`config.mk`:
```
export PLATFORM = sky130hd
export DESIGN_NAME = ternary_mvm_stream_flat
export DESIGN_NICKNAME = d
export VERILOG_FILES = /design/src/rtl/ternary_mvm_stream_if.sv /design/src/rtl/ternary_mvm_stream.sv /design/src/flat_wrapper.sv
export SDC_FILE = /design/constraint.sdc
export NUM_CORES = 1
export LEC_CHECK = 0
export CELL_PAD_IN_SITES_DETAIL_PLACEMENT = 1
export CELL_PAD_IN_SITES_GLOBAL_PLACEMENT = 1
export CORE_UTILIZATION = 48
export CTS_BUF_LIST = sky130_fd_sc_hd__clkbuf_2 sky130_fd_sc_hd__clkbuf_4 sky130_fd_sc_hd__clkbuf_8
export DETAILED_ROUTE_END_ITERATION = 16
export PLACE_DENSITY = 0.85
export SLEW_MARGIN = 15
export SYNTH_ARGS = -nofsm -noshare
export SYNTH_HDL_FRONTEND = slang
export SYNTH_SLANG_ARGS = --single-unit
```
`constraint.sdc`:
```
create_clock -name clk -period 6.8 [get_ports clk]
set_clock_uncertainty 0.15 [all_clocks]
set_input_delay 1.36 -clock clk [delete_from_list [all_inputs] [get_ports clk]]
set_output_delay 1.36 -clock clk [all_outputs]
set_load 0.005 [all_outputs]
```
`src/rtl/ternary_mvm_stream_if.sv`:
```
// ternary_mvm_stream_if
// Handshake bundle for the streaming ternary matrix-vector multiplier.
//   Input stream : in_valid/in_ready, in_data (LANES signed elements),
//                  in_w (LANES x OUT_LEN 2-bit ternary codes).
//   Output stream: out_valid/out_ready, out_data, out_idx, out_last.
//   Status       : busy.
// Modports: master = stream producer/consumer (testbench or upstream),
//           slave  = the multiplier.
`timescale 1ns/1ps

interface ternary_mvm_stream_if #(
  parameter int OUT_LEN   = 7,
  parameter int BIT_WIDTH = 8,
  parameter int LANES     = 2
);
  localparam int IDX_W = (OUT_LEN > 1) ? $clog2(OUT_LEN) : 1;

  logic                         in_valid;
  logic                         in_ready;
  logic [LANES*BIT_WIDTH-1:0]   in_data;
  logic [LANES*2*OUT_LEN-1:0]   in_w;
  logic                         out_valid;
  logic                         out_ready;
  logic [BIT_WIDTH-1:0]         out_data;
  logic [IDX_W-1:0]             out_idx;
  logic                         out_last;
  logic                         busy;

  modport master (
    output in_valid, in_data, in_w, out_ready,
    input  in_ready, out_valid, out_data, out_idx, out_last, busy
  );

  modport slave (
    input  in_valid, in_data, in_w, out_ready,
    output in_ready, out_valid, out_data, out_idx, out_last, busy
  );
endinterface

```
`src/rtl/ternary_mvm_stream.sv`:
```
// ternary_mvm_stream
// Streaming ternary matrix-vector multiplier. Each accepted beat carries
// LANES signed input elements plus their ternary weight rows; OUT_LEN wide
// accumulators build the dot products over IN_LEN/LANES beats. The final sums
// land in a double buffer that drains one element per output handshake while
// the next vector accumulates.
// Ports:
//   clk   - rising-edge clock
//   rst_n - asynchronous active-low reset
//   bus   - ternary_mvm_stream_if.slave (input/output streams and busy)
// Weight code: bit1 -> -x, else bit0 -> +x, else 0.
// Optional feature: define TERNARY_MVM_SAT_EN to clamp outputs to the signed
// BIT_WIDTH range; otherwise outputs are the low BIT_WIDTH accumulator bits.
`timescale 1ns/1ps

module ternary_mvm_stream #(
  parameter int IN_LEN    = 14,
  parameter int OUT_LEN   = 7,
  parameter int BIT_WIDTH = 8,
  parameter int LANES     = 2,
  parameter int ACC_WIDTH = 12
) (
  input  logic                  clk,
  input  logic                  rst_n,
  ternary_mvm_stream_if.slave   bus
);
  localparam int BEATS  = IN_LEN / LANES;
  localparam int BEAT_W = (BEATS > 1) ? $clog2(BEATS) : 1;
  localparam int IDX_W  = (OUT_LEN > 1) ? $clog2(OUT_LEN) : 1;

  localparam logic [BEAT_W-1:0] LAST_BEAT = BEAT_W'(BEATS - 1);
  localparam logic [IDX_W-1:0]  LAST_IDX  = IDX_W'(OUT_LEN - 1);

  typedef logic signed [ACC_WIDTH-1:0] acc_t;

  acc_t              acc      [OUT_LEN];
  acc_t              obuf     [OUT_LEN];
  acc_t              next_sum [OUT_LEN];
  logic [BEAT_W-1:0] beat_cnt;
  logic [IDX_W-1:0]  drain_idx;
  logic              obuf_full;

  logic last_beat;
  logic out_last_w;
  logic out_fire;
  logic in_fire;

  // Narrow an accumulator to the output element width.
  function automatic logic [BIT_WIDTH-1:0] to_out(input acc_t a);
`ifdef TERNARY_MVM_SAT_EN
    acc_t sat_max;
    acc_t sat_min;
    sat_max = ACC_WIDTH'((1 << (BIT_WIDTH - 1)) - 1);
    sat_min = ACC_WIDTH'(-(1 << (BIT_WIDTH - 1)));
    if (a > sat_max)      return sat_max[BIT_WIDTH-1:0];
    else if (a < sat_min) return sat_min[BIT_WIDTH-1:0];
    else                  return a[BIT_WIDTH-1:0];
`else
    return a[BIT_WIDTH-1:0];
`endif
  endfunction

  // Per-column sum of this beat's lane terms, seeded either from zero (first
  // beat drops the previous vector's sums) or from the running accumulator.
  always_comb begin : beat_math
    acc_t       sum;
    acc_t       x;
    logic [1:0] code;
    // NOTE: every variable written here gets a value before any branch so
    // no path leaves it unassigned, which would otherwise infer a latch.
    sum  = '0;
    x    = '0;
    code = '0;
    for (int c = 0; c < OUT_LEN; c++) begin
      sum = (beat_cnt == '0) ? acc_t'('0) : acc[c];
      for (int k = 0; k < LANES; k++) begin
        x    = {{(ACC_WIDTH-BIT_WIDTH){bus.in_data[k*BIT_WIDTH+BIT_WIDTH-1]}},
                bus.in_data[k*BIT_WIDTH +: BIT_WIDTH]};
        code = bus.in_w[(k*OUT_LEN+c)*2 +: 2];
        if (code[1])      sum = sum - x;
        else if (code[0]) sum = sum + x;
      end
      next_sum[c] = sum;
    end
  end

  assign last_beat  = (beat_cnt == LAST_BEAT);
  assign out_last_w = obuf_full && (drain_idx == LAST_IDX);
  assign out_fire   = obuf_full && bus.out_ready;
  // Only the closing beat needs a free buffer; a final drain in the same
  // cycle frees it in time.
  assign bus.in_ready = !(last_beat && obuf_full && !(out_fire && out_last_w));
  assign in_fire      = bus.in_valid && bus.in_ready;

  assign bus.out_valid = obuf_full;
  assign bus.out_data  = obuf_full ? to_out(obuf[drain_idx]) : '0;
  assign bus.out_idx   = drain_idx;
  assign bus.out_last  = out_last_w;
  assign bus.busy      = (beat_cnt != '0) || obuf_full;

  // NOTE: state updates use non-blocking assignments so every register reads
  // the pre-edge value of the others, independent of statement order.
  always_ff @(posedge clk or negedge rst_n) begin
    if (!rst_n) begin
      beat_cnt  <= '0;
      drain_idx <= '0;
      obuf_full <= 1'b0;
      // NOTE: the accumulator and output arrays are reset as well so a reset
      // mid-vector leaves no residue visible anywhere.
      for (int c = 0; c < OUT_LEN; c++) begin
        acc[c]  <= '0;
        obuf[c] <= '0;
      end
    end else begin
      if (out_fire) begin
        if (out_last_w) begin
          drain_idx <= '0;
          obuf_full <= 1'b0;
        end else begin
          drain_idx <= drain_idx + IDX_W'(1);
        end
      end
      // Placed after the drain so a refill in the final-drain cycle wins.
      if (in_fire) begin
        for (int c = 0; c < OUT_LEN; c++) acc[c] <= next_sum[c];
        if (last_beat) begin
          beat_cnt  <= '0;
          obuf_full <= 1'b1;
          for (int c = 0; c < OUT_LEN; c++) obuf[c] <= next_sum[c];
        end else begin
          beat_cnt <= beat_cnt + BEAT_W'(1);
        end
      end
    end
  end
endmodule

```
`src/flat_wrapper.sv`:
```
// flat-port wrapper written by rule: the top's interface ports become plain ports
module ternary_mvm_stream_flat 
#(
  parameter int IN_LEN    = 14,
  parameter int OUT_LEN   = 7,
  parameter int BIT_WIDTH = 8,
  parameter int LANES     = 2,
  parameter int ACC_WIDTH = 12
)
  (clk, rst_n, bus_in_valid, bus_in_data, bus_in_w, bus_out_ready, bus_in_ready, bus_out_valid, bus_out_data, bus_out_idx, bus_out_last, bus_busy);
  ternary_mvm_stream_if #(.OUT_LEN(OUT_LEN), .BIT_WIDTH(BIT_WIDTH), .LANES(LANES)) bus_i ();
  input  logic clk;
  input  logic rst_n;
  input wire logic [$bits(bus_i.in_valid)-1:0] bus_in_valid;
  input wire logic [$bits(bus_i.in_data)-1:0] bus_in_data;
  input wire logic [$bits(bus_i.in_w)-1:0] bus_in_w;
  input wire logic [$bits(bus_i.out_ready)-1:0] bus_out_ready;
  output wire logic [$bits(bus_i.in_ready)-1:0] bus_in_ready;
  output wire logic [$bits(bus_i.out_valid)-1:0] bus_out_valid;
  output wire logic [$bits(bus_i.out_data)-1:0] bus_out_data;
  output wire logic [$bits(bus_i.out_idx)-1:0] bus_out_idx;
  output wire logic [$bits(bus_i.out_last)-1:0] bus_out_last;
  output wire logic [$bits(bus_i.busy)-1:0] bus_busy;
  assign bus_i.in_valid = bus_in_valid;
  assign bus_i.in_data = bus_in_data;
  assign bus_i.in_w = bus_in_w;
  assign bus_i.out_ready = bus_out_ready;
  assign bus_in_ready = bus_i.in_ready;
  assign bus_out_valid = bus_i.out_valid;
  assign bus_out_data = bus_i.out_data;
  assign bus_out_idx = bus_i.out_idx;
  assign bus_out_last = bus_i.out_last;
  assign bus_busy = bus_i.busy;
  ternary_mvm_stream #(.IN_LEN(IN_LEN), .OUT_LEN(OUT_LEN), .BIT_WIDTH(BIT_WIDTH), .LANES(LANES), .ACC_WIDTH(ACC_WIDTH)) u_core (.clk(clk), .rst_n(rst_n), .bus(bus_i));
endmodule
```
==> impl_results.md, run 1 <==
- Fin nets: between 2000 and 2500
- Avg WL per Cell: around 24 um
- Post-route setup slack: between 1 and 1.5 ns
- DRC errors left: 0
- Yosys top cell by area: dfrtp_1
- Largest stage delay on the critical path: approximately 0.7 ns
- Die area: roughly 0.033 mm2
- Final-report hold violation count: 0
- Post-synthesis register bit count: 119
- Power share of the sequential group: 15.7%
- # port buffers: a little over 60
- Internal power: roughly 0.0041 W
- Pwr dens: between 500 and 600 mW/mm2
- Mux cell area share after synthesis: under 10%
- Setup WS pre-CTS: about 0.72 ns
- Slowest cell on crit path: clkdlybuf4s50_1
- Syn Nets: 2235
- Overall global routing resource usage: approximately a third
- Seq/Total Area, Yosys: between 15 and 20%
- Total Wirelength: 57100 um
- Max H-tree Level: 4
- Switch Pwr: approximately 0.0045 W
- First-pass GRT wire length: 88200 um
- Power share of the combinational group: about three quarters
- ANT nets after route: 0
- Final worst-path cycle share: a little over four fifths
- Post-detail-place hpwl: around 42000 um
- Post-synth EDFFs: 0
- Post-synthesis adder-cell area fraction: between 20% and 30%
- Num CTS Buffers: 17
- Final hold slack: 0.327 ns
- Clk root buf: clkbuf_8
- Worst-path fanout max: 8
- Clk_lat worst skew: ~0.47 ns
- Clk slew on worst S/H paths: about 0.08 ns
- CP startpoint kind: input pin
- Max Cap Viol: 0
- Ports: 63
- CP required: 6.95 ns
- Dpl cell area: 0.0164 mm2
- Post-layout min period: between 5 and 6 ns
- CTS Buffer Depth: 2
- Layout cells sized above 1: roughly 5.4%
- Net Sw Frac: a little over half
- Unrepaired setup endpoints after global routing: no
- Crit end category: flop
- Compound-Gate Fraction of Synth Area: a little over a quarter
- Commonest cells post-synth: nand2_1 (244), ha_1 (204), o21ai_0 (186)
- Pin count of the biggest net entering global routing: about 100
- XOR/XNOR Fraction of Synth Area: between 3 and 4%
- Final setup violation count: 0
- Unique masters post-synth: about 80
- Share of the synthesized area in the top cell type: ~19%
- N_diodes: 0
- Area Overhead vs Synth: 9.34%
- CP arrival: 5.89 ns
- Slew @ Worst Pin: around 1.2 ns
- Die Y: roughly 180 um
- # resized after CTS: 0
- Leakage Power: 7.75 nW
- Congestion Overflow GR: 0
- Syn Area/Cell: a little under 8 um2
- Ys async rst share: 100%
- Initial Util: around half
- Max VDD drop: ~210 uV
- Die width: roughly 180 um
- Most numerous cell in the Yosys netlist: nand2_1
- Hold-fix buffers, CTS: 0
- Crit Path Class: in2reg
- Vias in the first global route: roughly 15000
- Largest family of logic cells by synthesized area: compound AO/OA/AOI/OAI gates
- Clk sink count: 119
- Worst rel slew slack: 22.2%
- Postcts setup bufs: 0
- Hold WC Path Type: reg2reg
- Sum Neg Setup Slack: 0 ns
- Synth top area cells: dfrtp_1 (19%), ha_1 (17%), o21ai_0 (6.1%)
- CTS tree: done
- Synth warnings: 0
- Row Count: between 60 and 70
- Primary FF master, synth: dfrtp_1
- Status: finished clean
- Total power: 0.00861 W
- Fin area: 0.0167 mm2
- Area of the mapped netlist: between 0.015 and 0.02 mm2
- TritonRoute pass-1 iters: 7
- Synth Instances: between 1500 and 2000
- DR iter-0 viols: roughly 1000
- Crit-path cells: clkdlybuf4s50_1, inv_1, buf_4, ha_1, or3_1, a31oi_1, xor2_1, o21ai_1, ha_1, or4_1, o22ai_1, mux2i_1, a211oi_1, xnor2_1, xnor2_1, o21ai_0
- Initial antenna violation count: 1
- Simple-gate portion of the synthesized area: 19.4%
- Clock power frac: about 7.5%
- Total core area: 0.0315 mm2
- Fmax: 174 MHz
- Slew Limit Fails: 0
- Gpl congestion: ~0.9
- Via/cell ratio: ~6.4
- Vias: ~15000
-- stage by stage --
step	std cells	util, %
after CTS	2400	53.2
after detailed placement	2368	52.0
after floorplan	1955	-
after global routing	2400	53.2
after global placement	2368	52.0
final	2400	53.2
-- critical path, delay by kind of cell --
| kind | cells | cell delay [ns] |
|---|---|---|
| buffers and inverters | 3 | 1.03 |
| multiplexers | 1 | 0.30 |
| adder cells (fa/ha/maj) | 2 | 0.70 |
| AO/OA/AOI/OAI | 5 | 0.85 |
| AND/OR/NAND/NOR | 2 | 0.96 |
| XOR/XNOR | 3 | 0.69 |
-- power groups by stage --
stage	registers (W)	logic (W)	clock network, W
after floorplan	0.00118	0.00482	0
after global placement	0.00133	0.00618	0
after detailed placement	0.00135	0.00645	0
after CTS	0.00134	0.00651	0.000644
after global routing	0.00138	0.00726	0.000674
final	0.00135	0.00661	0.000645
-- final cells by class --
cell class                      instances  area, um2
Clock inverter                         13        124
Sequential cell                       119       2980
Timing Repair Buffer                   94        862
Tap cell                              402        503
Multi-Input combinational cell       1623      11500
Fill cell                            3956      14700
Clock buffer                           19        255
Inverter                              130        488
-- layout by cell type, fill, tap and decap left out, drive strengths merged, types with 20 or more instances in the layout --
master,instances
a21o,40
a21oi,154
a221oi,22
a31oi,20
and2,42
buf,33
clkdlybuf4s50,61
dfrtp,119
fa,28
ha,204
inv,132
mux2i,58
nand2,244
nand2b,46
nand3,27
nor2,139
nor2b,40
nor3,25
o211ai,23
o21ai,193
o21bai,28
xnor2,34
-- worst paths after layout --
| kind | from | end | slack, ns | depth (start not counted) |
|---|---|---|---|---|
| max | bus_in_data[3] | u_core.acc[31] | 1.07 | 16 |
| min | u_core.acc[13] | u_core.acc[13] | 0.33 | 2 |
| max reg2reg | u_core.beat_cnt[0] | u_core.obuf[7] | 1.30 | 19 |
| min reg2reg | u_core.acc[13] | u_core.acc[13] | 0.33 | 2 |
| max in group asynchronous | rst_n | u_core.acc[24] | 4.58 | 2 |
| min in group asynchronous | rst_n | u_core.acc[7] | 0.74 | 1 |
-- sequential cells by signal (all words and copies together) (netlist names) --
register              flops
u_core.acc               56
u_core.obuf              56
u_core.beat_cnt           3
u_core.bus.out_idx        3
u_core.bus.out_valid      1
-- cell families after synthesis --
kind of cell	Yosys count
AOI/OAI and AO/OA	637
and+or+nand+nor	630
adders and majority gates	232
buffers and inverters	213
DFF	119
muxes	74
xor gates and xnor gates	50
-- metal layers --
| layer | vias to the layer above | global-route usage [%] | part of all wire, % | routed length [um] |
|---|---|---|---|---|
| li1 | 7041 | - | - | - |
| met1 | 7665 | 45.7 | 44 | 24800 |
| met2 | 495 | 58.9 | 47 | 26800 |
| met3 | 116 | 4.16 | 5.7 | 3280 |
| met4 | 2 | 13.7 | 3.8 | 2170 |
| met5 | - | 0 | 0.023 | 13 |
No activity file was read; power rests on OpenSTA's default activity.
==> inputs of run 2 (changes only) <==
Clock period 6.8 ns to 5.4 ns, I/O delays scaled along.
==> run 2 against run 1 <==
  * Power grew 35%
  * Sequential share of layout area shrank 0.82 points
  * Sequential cell count is the same
  * Via count grew 3.6%
  * Hold slack lost 0.0017 ns
  * Sequential power grew 24%
  * Clock power grew 34%
  * Wire length grew 4.9%
  * Worst setup slack lost 0.81 ns
  * Non-clock buffer count grew 99
  * Critical path depth grew 3
  * Final cell count grew 4.1%
  * Largest power group unchanged
  * Highest routed layer is now met4
==> impl_results.md, run 2 (synthesis results as in run 1) <==
- TritonRoute pass-1 iters: 5 (was 7)
- Via/cell ratio: 6.35 (was 6.38)
- Clk root buf: clkbuf_8 (unchanged)
- Crit path buf inv count: 4 (was 3)
- Slowest cell on crit path: clkdlybuf4s50_1 (unchanged)
- GR peak layer: met2 (unchanged)
- Final hold slack: 0.325 ns (was 0.327 ns)
- Clk slew on worst S/H paths: 0.08 ns (about the same)
- Crit Path Class: in2reg (unchanged)
- Largest stage delay on the critical path: 0.44 ns (was 0.69 ns)
- DR iter-0 viols: 1035 (was 1037)
- Crit end category: flop (unchanged)
- Pwr dens: 663 mW/mm2 (was 514 mW/mm2)
- Worst-path fanout max: 11 (was 8)
- N_diodes: 0 (unchanged)
- Gpl congestion: 0.944 (was 0.903)
- # port buffers: 62 (unchanged)
- # fillers: 3942 (was 3956)
- Met1 usage in global routing: 45.0% (was 45.7%)
- CP arrival: 5.36 ns (was 5.89 ns)
- Sum Neg Setup Slack: 0 ns (unchanged)
- Fin area: 0.0175 mm2 (was 0.0167 mm2)
- Post-route setup slack: 0.252 ns (was 1.07 ns)
- Slew Limit Fails: 0 (unchanged)
- Row Count: 65 (unchanged)
- Final-report hold violation count: 0 (unchanged)
- Unrepaired setup endpoints after global routing: yes (was no)
- Overall global routing resource usage: 36.9% (was 35.0%)
- Post-detail-place hpwl: 45500 um (was 42300 um)
- DRC errors left: 0 (unchanged)
- Crit-path cells: clkdlybuf4s50_1, buf_12, buf_4, ha_1, fa_1, nand2b_1, a21oi_1, or3_1, a311o_1, o21ai_0, ha_1, inv_1, nor2_1, o21bai_1, o311a_1, nor3_1, o32ai_1, xnor3_1, o21ai_1 (was clkdlybuf4s50_1, inv_1, buf_4, ha_1, or3_1, a31oi_1, xor2_1, o21ai_1, ha_1, or4_1, o22ai_1, mux2i_1, a211oi_1, xnor2_1, xnor2_1, o21ai_0)
- Critical Path Most Common Cell: ha_1
- Area Overhead vs Synth: 14.6% (was 9.34%)
- Most frequent cells in the layout: nand2_1 (242), ha_1 (204), o21ai_0 (180) (was nand2_1 (242), ha_1 (204), o21ai_0 (186))
- Regs by FF count: u_core.acc (56), u_core.obuf (56) (unchanged)
- Initial Util: 48.6% (unchanged)
- Pin count of the biggest net entering global routing: 98 (unchanged)
- GR Util met2: 62.8% (was 58.9%)
- Total core area: 0.0315 mm2 (unchanged)
- Die area: 0.0326 mm2 (unchanged)
- Die width: 181 um (unchanged)
- Final setup violation count: 0 (unchanged)
- Clk_lat worst skew: 0.48 ns (was 0.47 ns)
- CP required: 5.61 ns (was 6.95 ns)
- Fin nets: 2364 (was 2265)
- Reg area: 0.00298 mm2 (unchanged)
- Postcts setup bufs: 0 (unchanged)
- CTS tree: done (unchanged)
- CP startpoint kind: input pin (unchanged)
- Congestion Overflow GR: 0 (unchanged)
- First-pass GRT wire length: 93600 um (was 88200 um)
- Num CTS Buffers: 17 (unchanged)
- Footprint of the multi-input gates: 0.0115 mm2 (unchanged)
- Total Wirelength: 59900 um (was 57100 um)
- Status: finished clean (unchanged)
- Dpl cell area: 0.0171 mm2 (was 0.0164 mm2)
- Max VDD drop: 339 uV (was 215 uV)
- Hold-fix buffers, CTS: 0 (unchanged)
- Slew @ Worst Pin: 1.17 ns (was 1.16 ns)
- Crit path max-delay family: compound AO/OA/AOI/OAI gates (was buffers and inverters)
- CTS Buffer Depth: 2 (unchanged)
- Hold WC Path Type: reg2reg (unchanged)
- Worst rel slew slack: 21.7% (was 22.2%)
- Max Cap Viol: 0 (unchanged)
- Commonest non-fill, non-tap cell in the layout: nand2_1 (unchanged)
- Vias: 15900 (was 15300)
- Total power: 0.0116 W (was 0.00861 W)
- Fmax: 194 MHz
- Vias in the first global route: 16600 (was 15300)
- Post-layout min period: 5.15 ns
- Die Y: 181 um (unchanged)
- Layout cells sized above 1: 9.87% (was 5.41%)
- GRT met3 Usage: 5.82% (was 4.16%)
- Initial antenna violation count: 1 (unchanged)
- ANT nets after route: 0 (unchanged)
- Max H-tree Level: 4 (unchanged)
- Final worst-path cycle share: between 90% and 100%
- Ports: 63 (unchanged)
- Avg WL per Cell: 24.0 um (was 23.8 um)
- Setup WS pre-CTS: -0.237 ns (was 0.719 ns)
- Leakage Power: 8.28 nW (was 7.75 nW)
- Clk sink count: 119 (unchanged)
==> run 2: cell count changes in the layout (fill, tap and decap cells not counted), sizes merged <==
cell / change
clkinvlp: -3
buf: +99
clkinv: +1
bufinv: +1
inv: +1
==> run 2: metal layers <==
layer / wire, um / vias to the layer above
li1: - / 7230
met1: 24700 / 7948
met2: 28400 / 541
met3: 3700 / 158
met4: 3140 / 0
met5: 0 / -
==> run 2: final cells by class <==
class,instances,area share [%]
Tap cell,402,2.87
Clock buffer,19,1.45
Sequential cell,119,17.0
Clock inverter,13,0.827
Multi-Input combinational cell,1623,65.7
Timing Repair Buffer,193,9.39
Inverter,130,2.78
==> run 2: stage by stage <==
step | instances | utilization [%]
5_1_grt | 2499 | 55.7
2_1_floorplan | 1955 | -
3_3_place_gp | 2467 | 54.5
4_1_cts | 2499 | 55.7
3_5_place_dp | 2467 | 54.5
6_report | 2499 | 55.7
==> run 2: final timing paths <==
kind	endpoint	depth (start not counted)	slack, ns	from
hold reg to reg	u_core.acc[16]	2	0.33	u_core.acc[16]
setup / recovery	u_core.obuf[19]	19	0.25	bus_in_data[0]
setup reg to reg	u_core.obuf[67]	18	0.27	u_core.beat_cnt[2]
max in group asynchronous	u_core.obuf[74]	2	3.43	rst_n
min in group asynchronous	u_core.acc[7]	1	0.46	rst_n
hold / removal	u_core.acc[16]	2	0.33	u_core.acc[16]
==> run 2: power by group <==
group          internal [W]  switching (W)
registers           0.00131       0.000364
clock network      0.000432       0.000432
logic               0.00394        0.00514
total               0.00569        0.00594
==> run 2: worst register-to-register path, delay by kind of cell (launching register included) <==
kind	cells	cell delay, ns
flops	1	0.44
xor+xnor	1	0.30
mux	1	0.09
fa+ha+maj	2	0.63
compound gates	8	1.69
simple gates	6	1.74
==> run 2: what timing repair did <==
item,4_1_cts,5_1_grt
hold endpoints to repair,0,0
resized for setup,0,7
setup endpoints to repair,0,12
==> inputs of run 3 (changes only) <==
Settings changed: CORE_UTILIZATION 48 to 50, PLACE_DENSITY 0.85 to 0.88.
Clock period 5.4 ns to 6.4 ns, I/O delays scaled along.
==> run 3 against run 2 <==
  * Sequential share of layout area rose by 0.84 points
  * Via count fell by 2.4%
  * Wire length fell by 0.98%
  * Utilization rose by 0.23 points
  * Critical path type unchanged
  * Clock power fell by 14%
  * Critical path depth fell by 1
  * Critical endpoint is now u_core.acc[7]
==> impl_results.md, run 3 (synthesis results as in run 1) <==
- Final-report hold violation count: 0 (unchanged)
- CP arrival: 5.98 ns (was 5.36 ns)
- N_diodes: 0 (unchanged)
- Worst rel slew slack: 24.6% (was 21.7%)
- Vias in the first global route: 15900 (was 16600)
- Pin count of the biggest net entering global routing: 97 (was 98)
- Total core area: 0.0299 mm2 (was 0.0315 mm2)
- Vias: 15500 (was 15900)
- # fillers: 3750 (was 3942)
- Die width: 177 um (was 181 um)
- Status: finished clean (unchanged)
- Row Count: 63 (was 65)
- Num CTS Buffers: 17 (unchanged)
- Post-layout min period: a little under 6 ns
- Via/cell ratio: 6.50 (was 6.35)
- DRC errors left: 0 (unchanged)
- Die area: 0.0313 mm2 (was 0.0326 mm2)
- Fmax: 172 MHz
- Unrepaired setup endpoints after global routing: no (was yes)
- Initial Util: 51.2% (was 48.6%)
- Fin nets: 2263 (was 2364)
- Congestion Overflow GR: 0 (unchanged)
- Final setup violation count: 0 (unchanged)
- CTS Buffer Depth: 2 (unchanged)
- Clk slew on worst S/H paths: 0.08 ns (about the same)
- Slew @ Worst Pin: 1.13 ns (was 1.17 ns)
- # resized after CTS: 0 (unchanged)
- Crit-path cells: clkdlybuf4s50_1, buf_4, ha_1, fa_1, nor2b_1, o21ai_0, nand3_1, and3b_1, o31ai_1, ha_1, nor2b_1, o21ai_0, a21oi_1, a21oi_1, a221oi_1, nor4b_2, xnor2_1, o21ai_1 (was clkdlybuf4s50_1, buf_12, buf_4, ha_1, fa_1, nand2b_1, a21oi_1, or3_1, a311o_1, o21ai_0, ha_1, inv_1, nor2_1, o21bai_1, o311a_1, nor3_1, o32ai_1, xnor3_1, o21ai_1)
- Crit path buf inv count: 2 (was 4)
- Final hold slack: 0.334 ns (was 0.325 ns)
- Pwr dens: 556 mW/mm2 (was 663 mW/mm2)
- TritonRoute pass-1 iters: 5 (unchanged)
- Sum Neg Setup Slack: 0 ns (unchanged)
- Gpl congestion: 0.972 (was 0.944)
- # port buffers: 62 (unchanged)
- Hold WC Path Type: reg2reg (unchanged)
- Regs by FF count: u_core.acc (56), u_core.obuf (56) (unchanged)
- Leakage Power: 7.76 nW (was 8.28 nW)
- Most frequent cells in the layout: nand2_1 (242), ha_1 (204), o21ai_0 (186) (was nand2_1 (242), ha_1 (204), o21ai_0 (180))
- Clk root buf: clkbuf_8 (unchanged)
- Hold-fix buffers, CTS: 0 (unchanged)
- Ports: 63 (unchanged)
- Clk sink count: 119 (unchanged)
- Initial antenna violation count: 0 (was 1)
- Crit Path Class: in2reg (unchanged)
- Overall global routing resource usage: 38.4% (was 36.9%)
- Die Y: 177 um (was 181 um)
- Clk_lat worst skew: 0.47 ns (was 0.48 ns)
- Final core utilization: 56.0% (was 55.7%)
- Slew Limit Fails: 0 (unchanged)
- Max H-tree Level: 4 (unchanged)
- Crit end category: flop (unchanged)
- Avg WL per Cell: 24.9 um (was 24.0 um)
- First-pass GRT wire length: 91100 um (was 93600 um)
- CTS tree: done (unchanged)
- Max Cap Viol: 0 (unchanged)
- ANT nets after route: 0 (unchanged)
- Layout cells sized above 1: 5.31% (was 9.87%)
- Max VDD drop: 222 uV (was 339 uV)
- Crit path max-delay family: compound AO/OA/AOI/OAI gates (unchanged)
- Slowest cell on crit path: clkdlybuf4s50_1 (unchanged)
- Postcts setup bufs: 0 (unchanged)
- Total Wirelength: 59300 um (was 59900 um)
- CP required: 6.57 ns (was 5.61 ns)
- Worst-path fanout max: 8 (was 11)
- Largest stage delay on the critical path: 0.66 ns (was 0.44 ns)
- Commonest non-fill, non-tap cell in the layout: nand2_1 (unchanged)
- Final worst-path cycle share: approximately nine tenths
- DR iter-0 viols: 1087 (was 1035)
- Area Overhead vs Synth: 9.23% (was 14.6%)
- CP startpoint kind: input pin (unchanged)
- Post-detail-place hpwl: 43500 um (was 45500 um)
run 3: cell types whose count changed in the layout (fill, tap and decap cells not counted), sizes merged:
| cell | change |
|---|---|
| inv | -3 |
| clkinv | +1 |
| buf | -101 |
| clkbuf | +2 |
run 3: per-stage QoR:
step           instance area [um2]  cells  setup slack [ns]  power (W)
5_1_grt                      16700   2386             0.276     0.0100
4_1_cts                      16700   2386             0.630    0.00915
6_report                     16700   2386             0.590    0.00929
3_3_place_gp                 16300   2354             0.384    0.00799
2_1_floorplan                15300   1955              1.29    0.00637
3_5_place_dp                 16300   2354             0.144    0.00833
run 3: where the power goes:
part           internal [W]  leakage, nW  total [W]  switching, W
Combinational       0.00290         6.09    0.00713       0.00423
Clock              0.000375        0.199   0.000740      0.000365
Sequential          0.00111         1.47    0.00142      0.000311
run 3: layout make-up:
type	count	area (um2)	area share [%]
inverters	130	488	2.92
clock inverters	11	124	0.741
multi-input cells	1623	11500	68.9
repair buffers	92	843	5.04
well taps	390	488	2.92
flip-flops and latches	119	2980	17.8
clock buffers	21	277	1.65
run 3: tightest hold or removal path, delay by kind of cell, from the launching register on:
| kind | cells | cell delay, ns |
|---|---|---|
| flops | 1 | 0.34 |
| compound gates | 1 | 0.06 |
| simple gates | 1 | 0.05 |
run 3: layer usage:
layer | part of all wire (%) | GRT usage (%) | vias up
li1 | - | - | 7040
met1 | 43 | 49.9 | 7740
met2 | 46 | 62.4 | 579
met3 | 6.3 | 4.64 | 141
met4 | 5.4 | 20.1 | 0
met5 | 0 | 0 | -
run 3: path summary, 6_finish.rpt:
path                                         start         endpoint  cells past startpoint  slack (ns)
worst max-delay path                bus_in_data[0]    u_core.acc[7]                     18        0.59
worst min-delay path               u_core.obuf[28]  u_core.obuf[28]                      2        0.33
worst max register to register  u_core.beat_cnt[0]   u_core.acc[67]                     20        0.81
worst min register to register     u_core.obuf[28]  u_core.obuf[28]                      2        0.33
max in group asynchronous                    rst_n   u_core.acc[61]                      2        3.96
min in group asynchronous                    rst_n   u_core.acc[76]                      1        0.84
